**config.mk**
```make
export PLATFORM = sky130hd
export DESIGN_NAME = regfile_sb
export DESIGN_NICKNAME = d
export VERILOG_FILES = /design/src/rtl/regfile_sb.sv
export SDC_FILE = /design/constraint.sdc
export NUM_CORES = 1
export LEC_CHECK = 0
export ABC_CLOCK_PERIOD_IN_PS = 11340
export BUFFER_PORTS_ARGS = -buffer_cell sky130_fd_sc_hd__buf_2
export CAP_MARGIN = 20
export CORE_MARGIN = 10
export CORE_UTILIZATION = 55
export CTS_CLUSTER_SIZE = 10
export DETAILED_ROUTE_END_ITERATION = 10
export GPL_ROUTABILITY_DRIVEN = 0
export GPL_TIMING_DRIVEN = 0
export PLACE_DENSITY = 0.72
export RECOVER_POWER = 25
export SKIP_CTS_REPAIR_TIMING = 1
export SLEW_MARGIN = 5
export SYNTH_ARGS = -nofsm -noshare
export SYNTH_HDL_FRONTEND = slang
export SYNTH_SLANG_ARGS = --single-unit
```
**constraint.sdc**
```tcl
create_clock -name clk -period 11.34 [get_ports clk]
set_input_delay 3.402 -clock clk [delete_from_list [all_inputs] [get_ports clk]]
set_output_delay 3.402 -clock clk [all_outputs]
set_load 0.005 [all_outputs]
```
**src/rtl/regfile_sb.sv**
```systemverilog
// Multi-read-port register file with a 2-bit per-register write scoreboard.
// Define REGFILE_BYPASS_EN to forward write-back data and post-writeback busy to the read ports.
module regfile_sb #(
    parameter int DATA_W   = 32,
    parameter int ADDR_W   = 4,
    parameter int NUM_REGS = 15,
    parameter int NUM_RD   = 2
) (
    input  logic                     clk,
    input  logic                     rst,
    input  logic [NUM_RD*ADDR_W-1:0] rd_addr,
    output logic [NUM_RD*DATA_W-1:0] rd_data,
    output logic [NUM_RD-1:0]        rd_busy,
    input  logic                     wb_en,
    input  logic [ADDR_W-1:0]        wb_dest,
    input  logic [DATA_W-1:0]        wb_value,
    input  logic                     iss_en,
    input  logic [ADDR_W-1:0]        iss_dest,
    output logic                     iss_ready,
    input  logic                     flush
);

    localparam logic [ADDR_W:0] REG_LIMIT = (ADDR_W+1)'(NUM_REGS);

    logic [DATA_W-1:0]   regs [NUM_REGS];
    logic [1:0]          cnt  [NUM_REGS];
    logic [NUM_REGS-1:0] inc_vec;
    logic [NUM_REGS-1:0] dec_vec;
    logic                wb_hit;
    logic                iss_in_range;
    logic                iss_accept;

    assign wb_hit       = wb_en && ({1'b0, wb_dest} < REG_LIMIT);
    assign iss_in_range = ({1'b0, iss_dest} < REG_LIMIT);

    always_comb begin
        iss_ready = 1'b0;
        if (iss_in_range) begin
            iss_ready = (cnt[iss_dest] != 2'd3);
        end
    end

    // A flush in the same cycle wins over a new reservation.
    assign iss_accept = iss_en && iss_ready && !flush;

    always_comb begin
        inc_vec = '0;
        dec_vec = '0;
        for (int r = 0; r < NUM_REGS; r++) begin
            inc_vec[r] = iss_accept && (iss_dest == ADDR_W'(r));
            dec_vec[r] = wb_hit && (wb_dest == ADDR_W'(r)) && (cnt[r] != 2'd0);
        end
    end

    always_ff @(posedge clk) begin
        if (rst) begin
            for (int i = 0; i < NUM_REGS; i++) begin
                regs[i] <= DATA_W'(i);
            end
        end else if (wb_hit) begin
            regs[wb_dest] <= wb_value;
        end
    end

    // Simultaneous reserve and release on one register cancel out.
    always_ff @(posedge clk) begin
        for (int r = 0; r < NUM_REGS; r++) begin
            if (rst || flush) begin
                cnt[r] <= 2'd0;
            end else if (inc_vec[r] && !dec_vec[r]) begin
                cnt[r] <= cnt[r] + 2'd1;
            end else if (dec_vec[r] && !inc_vec[r]) begin
                cnt[r] <= cnt[r] - 2'd1;
            end
        end
    end

    for (genvar k = 0; k < NUM_RD; k++) begin : g_rd
        logic [ADDR_W-1:0] addr;
        logic              in_range;
        logic [DATA_W-1:0] port_data;
        logic              port_busy;

        assign addr     = rd_addr[k*ADDR_W +: ADDR_W];
        assign in_range = ({1'b0, addr} < REG_LIMIT);

        always_comb begin
            port_data = '0;
            port_busy = 1'b0;
            if (in_range) begin
`ifdef REGFILE_BYPASS_EN
                port_data = regs[addr];
                if (wb_hit && (wb_dest == addr)) begin
                    port_data = wb_value;
                end
                port_busy = ((cnt[addr] - {1'b0, dec_vec[addr]}) != 2'd0);
`else
                port_data = regs[addr];
                port_busy = (cnt[addr] != 2'd0);
`endif
            end
        end

        assign rd_data[k*DATA_W +: DATA_W] = port_data;
        assign rd_busy[k]                  = port_busy;
    end

endmodule

```
# Word level (Yosys, flattened, before mapping)
# Memories as Yosys holds them, arrays and structs flattened.
# Cells that the tools add are included.
[word_totals] ff_bits=0 in_bits=53 output_inout_bits=67 n_memories=2 ramBits=510
[op_classes] bitwise_logic=30 add_sub_neg=30 eq_ne=29 n_lt_le_gt_ge=4 reduce_logical=130 n_mux=150
[memory_table] memory="regs" depth=15 width=32 rd=2 rd_clocked_by_memory_dff=0 wr=15 line="25" rtl="logic [DATA_W-1:0] regs [NUM_REGS];"
[memory_table] memory="cnt" depth=15 width=2 rd=18 rd_clocked_by_memory_dff=0 wr=15 line="26" rtl="logic [1:0] cnt [NUM_REGS];"
[op_table] cell="$mux 1" count=116
[op_table] cell="$mux 32" count=3
[op_table] cell="$logic_and 1x1->1" count=78
[op_table] cell="$mux 2" count=30
[op_table] cell="$eq 4x4->1 const B" count=14
[op_table] cell="$reduce_bool 2->1" count=17
[op_table] cell="$eq 4x3->1 const B" count=8
[op_table] cell="$reduce_or 32->1" count=1
[op_table] cell="$logic_not 1->1" count=31
[op_table] cell="$add 2x1->2 const B" count=15
[op_table] cell="$or 1x1->1" count=30
[op_table] cell="$sub 2x1->2 const B" count=15
[op_table] cell="$eq 4x2->1 const B" count=4
[op_table] cell="$lt 4x4->1 const B" count=4
[op_table] cell="$eq 4x1->1 const B" count=2
[op_table] cell="$logic_not 4->1" count=2
[op_table] cell="$mux 4" count=1
[op_table] cell="$ne 2x2->1 const B" count=1
[op_table] cell="$logic_or 1x1->1" count=1

# Depth between registers and ports, before layout
# An unclocked memory read counts as a cell.
[logic_depth] ltp_word=13 depth_mapped=9 mapped_depth_nobuf=6

# Worst setup path before layout
# No wires, ideal clock.
[synth_path] kind="input to output" start="input port rd_addr[0]" end="output port rd_busy[0]" setup_slack_ps=3080 arrival_ps=4858 path_stages=9 required_time_ps=7938 n_path_buf=4 cell_sequence="buf_2 > buf_4 > buf_2 > nor3_1 > a21oi_1 > mux4_2 > nor2_1 > a21oi_1 > buf_4"
[synth_between] elab_chain_cells=3 word_cells_on_any_way=4 classes_between="order compare (1); mux (1); reduce/logical (1); memory (1)"
[synth_rtl] item="from (decl)" line="11" rtl="input logic [NUM_RD*ADDR_W-1:0] rd_addr,"
[synth_rtl] item="$mem_v2 15x2"
[synth_rtl] item="$reduce_bool 2->1" line="99" rtl="port_busy = (cnt[addr] != 2'd0);"
[synth_rtl] item="$mux 1 (*)" line="90" rtl="if (in_range) begin"
[synth_rtl] item="to (decl)" line="13" rtl="output logic [NUM_RD-1:0] rd_busy,"
# Mark *: on every way between the ends. The rest lies on a longest branch, timed or not.

# Worst setup path after layout
[layout_path] start="input port rd_addr[6]" end="output port rd_data[55]"
[layout_between] elab_chain_cells=2 word_cells_on_any_way=3 classes_between="order compare (1); mux (1); memory (1)"
[layout_rtl] item="$mem_v2 15x32 or $lt 4x4->1 (tied branches)"
[layout_rtl] item="$mux 32 (*)" line="90"
[layout_rtl] item="to (decl)" line="12" rtl="output logic [NUM_RD*DATA_W-1:0] rd_data,"
# Marked as above.

==> flow_metrics.env <==
export IMPL_rr_startpoint="cnt[13][1]$_DFFE_PP_"
export IMPL_cts_root_buf="clkbuf_16"
export IMPL_ant_nets=0
export IMPL_synth_flop_cell="edfxtp_1"
export IMPL_p_leak_uw=0.0111
export IMPL_crit_chain="buf_2 -> buf_2 -> buf_1 -> buf_2 -> mux2i_1 -> a211oi_1 -> buf_2"
export IMPL_peakVddDrop_mv=0.119
export IMPL_crit_required_ns=7.94
export IMPL_skew_ns=0.00306
export IMPL_grt_pass1_wl_um=138000
export IMPL_fmax_mhz=100
export IMPL_async_reset_ff_frac=0
export IMPL_hold_end="cnt[11][0]$_DFFE_PP_"
export IMPL_dr_pass1_iters=5
export IMPL_cts_path_max_buffers=3
export IMPL_reg2reg_depth=6
export IMPL_maxCapViolCount=1
export IMPL_worst_hold_path_num_cells=1
export IMPL_hold_viol=0
export IMPL_cp_max_fo=10
export IMPL_coreArea_mm2=0.0538
export IMPL_min_from="cnt[11][0]$_DFFE_PP_"
export IMPL_maxSlewViolCount=23
export IMPL_wirelength_um=97400
export IMPL_critPathArrivalTime_ns=6.56
export IMPL_rsz0062_at_grt="false"
export IMPL_synth_top_area_share=0.545
export IMPL_dieWidth_um=253
export IMPL_synthCells=2047
export IMPL_ios=120
export IMPL_cp_slowest_cell="buf_1"
export IMPL_syn_area_mm2=0.0299
export IMPL_yosysUniqueCellTypes=52
export IMPL_startpoint_type="input pin"
export IMPL_post_synth_top_area_cell="edfxtp_1"
export IMPL_vias_per_cell=6.87
export IMPL_grt_pass1_vias=20500
export IMPL_cts_buffers=61
export IMPL_clk_latency_ns=0.63
export IMPL_io_buffers=113
export IMPL_path_common_cell="buf_2"
export IMPL_grt_max_degree=33
export IMPL_slew_headroom=-0.0184
export IMPL_wl_per_cell_um=32.8
export IMPL_dieArea_mm2=0.0640
export IMPL_antenna_found_initial=6
export IMPL_tightest_slew_ns=1.53
export IMPL_hold_class="flip-flop to flip-flop"
export IMPL_syn_area_per_cell_um2=14.6
export IMPL_cts_tree="built"
export IMPL_report_final_setup_viol=0
export IMPL_reg2reg_to="cnt[7][0]$_DFFE_PP_"
export IMPL_yosys_warnings=0
export IMPL_run_status="complete, but fails checks"
export IMPL_yosys_top_cells_count="542 x edfxtp_1, 455 x and2_1, 260 x mux4_2"
export IMPL_first_iter_violations=2660
export IMPL_ys_ff_latch=542
export IMPL_nNetsFinal=2322
export IMPL_clk_pin_slew_worst_paths_ns=0.06
export IMPL_slowest_delay_ns=0.94
export IMPL_die_h_um=253
export IMPL_power_uw=4780
export IMPL_grtUsageTotal=0.303
export IMPL_drc_errors=0
export IMPL_worst_r2r_setup_slack_ns=8.67
export IMPL_drive_gt1_frac=0.210
export IMPL_violations="capacitance limit, slew limit"
export IMPL_dpl_hpwl_um=68500
export IMPL_synth_edf_count=542
export IMPL_grt_overflow_total=0
export IMPL_min_period_over_period=0.879
export IMPL_p_per_area_mw_per_mm2=145
export IMPL_fin_setup_tns_ns=0
export IMPL_n_fill_cell=4137
export IMPL_ys_seq_area_frac=0.545
export IMPL_synthTopCellsByArea="edfxtp_1 54%, mux4_2 20%, and2_1 9.5%"
export IMPL_num_vias=20400
export IMPL_h_tree_depth=2
export IMPL_min_period_ns=9.96
export IMPL_synth_most_common_cell="edfxtp_1"
export IMPL_syn_to_final_growth_pct=10.4
export IMPL_floorplan_initialDensity=0.555
export IMPL_crit_path_end_kind="primary output"
export IMPL_rows=85
export IMPL_worstSetupPathType="input pin to primary output"
export IMPL_cts_sinks=542
==> power breakdown <==
part	total, uW	switching, uW	internal (uW)
clock	1740	782	954
sequential	2390	60.2	2330
combinational	659	393	266
total	4780	1240	3550
==> worst max path at each step <==
stage	start	end	slack, ns	cells past startpoint
after CTS	rd_addr[6]	rd_data[56]	1.66	7
after global placement	rd_addr[2]	rd_data[27]	1.65	7
final	rd_addr[6]	rd_data[55]	1.38	7
after floorplan	rd_addr[0]	rd_busy[0]	3.08	9
after detailed placement	rd_addr[6]	rd_data[56]	1.67	7
after global routing	rd_addr[1]	rd_data[27]	1.44	7
==> layout make-up <==
class | count | area [um2] | share of cell area
Clock inverter | 6 | 56.3 | 0.00171
Sequential cell | 542 | 16300 | 0.494
Timing Repair Buffer | 114 | 527 | 0.0160
Multi-Input combinational cell | 1303 | 12700 | 0.386
Clock buffer | 70 | 1560 | 0.0473
Antenna cell | 4 | 10.0 | 0.000304
Inverter | 29 | 109 | 0.00330
Buffer | 204 | 851 | 0.0258
Tap cell | 696 | 871 | 0.0264
==> kinds of logic (layout without fill, tap and decap cells) <==
family,after synthesis,count (layout),synth area share
flip-flops,542,542,0.545
AND/OR/NAND/NOR,730,730,0.147
XOR/XNOR,10,10,0.00293
adder cells (fa/ha/maj),14,14,0.00586
other,1,36,0.000126
buffers and inverters,233,423,0.0326
AO/OA/AOI/OAI,186,186,0.0458
multiplexers,331,331,0.220
==> layer usage <==
metal | wire length [um] | vias to the layer above | share of wire | track usage
li1 | - | 8287 | - | -
met1 | 34100 | 10300 | 0.35 | 0.382
met2 | 45200 | 1474 | 0.46 | 0.478
met3 | 12000 | 283 | 0.12 | 0.0778
met4 | 6110 | 0 | 0.063 | 0.163
met5 | 0 | - | 0 | 0
==> cells in the final DEF (no fill, tap or decap), types with 37 or more instances in the layout <==
master and n:
a211oi_1 136, and2_0 72, and2_1 383, buf_2 117, clkbuf_1 189, clkbuf_16 61, edfxtp_1 542, mux2i_1 68
mux4_2 260, nor2_1 37, nor2b_1 68, or3_1 37
==> critical path: cells and delay by family <==
| family | cells | cell delay, ns |
|---|---|---|
| compound gates | 1 | 0.78 |
| buf+inv | 5 | 2.11 |
| mux | 1 | 0.25 |
==> sequential cells by signal, summed over array words and instances, names as in the netlist <==
register,cells
regs,512
cnt,30
==> stage by stage <==
| step | hold slack, ns | std cells | util | setup WS [ns] | area [um2] |
|---|---|---|---|---|---|
| global placement | 0.588 | 2887 | 0.584 | 1.65 | 31400 |
| CTS | 0.602 | 2964 | 0.615 | 1.66 | 33100 |
| floorplan | 0.563 | 2078 | - | 3.08 | 30000 |
| global route | 0.631 | 2966 | 0.613 | 1.44 | 33000 |
| finish | 0.609 | 2968 | 0.613 | 1.38 | 33000 |
| detailed placement | 0.594 | 2888 | 0.584 | 1.67 | 31500 |
No activity file was read; power rests on OpenSTA's default activity.
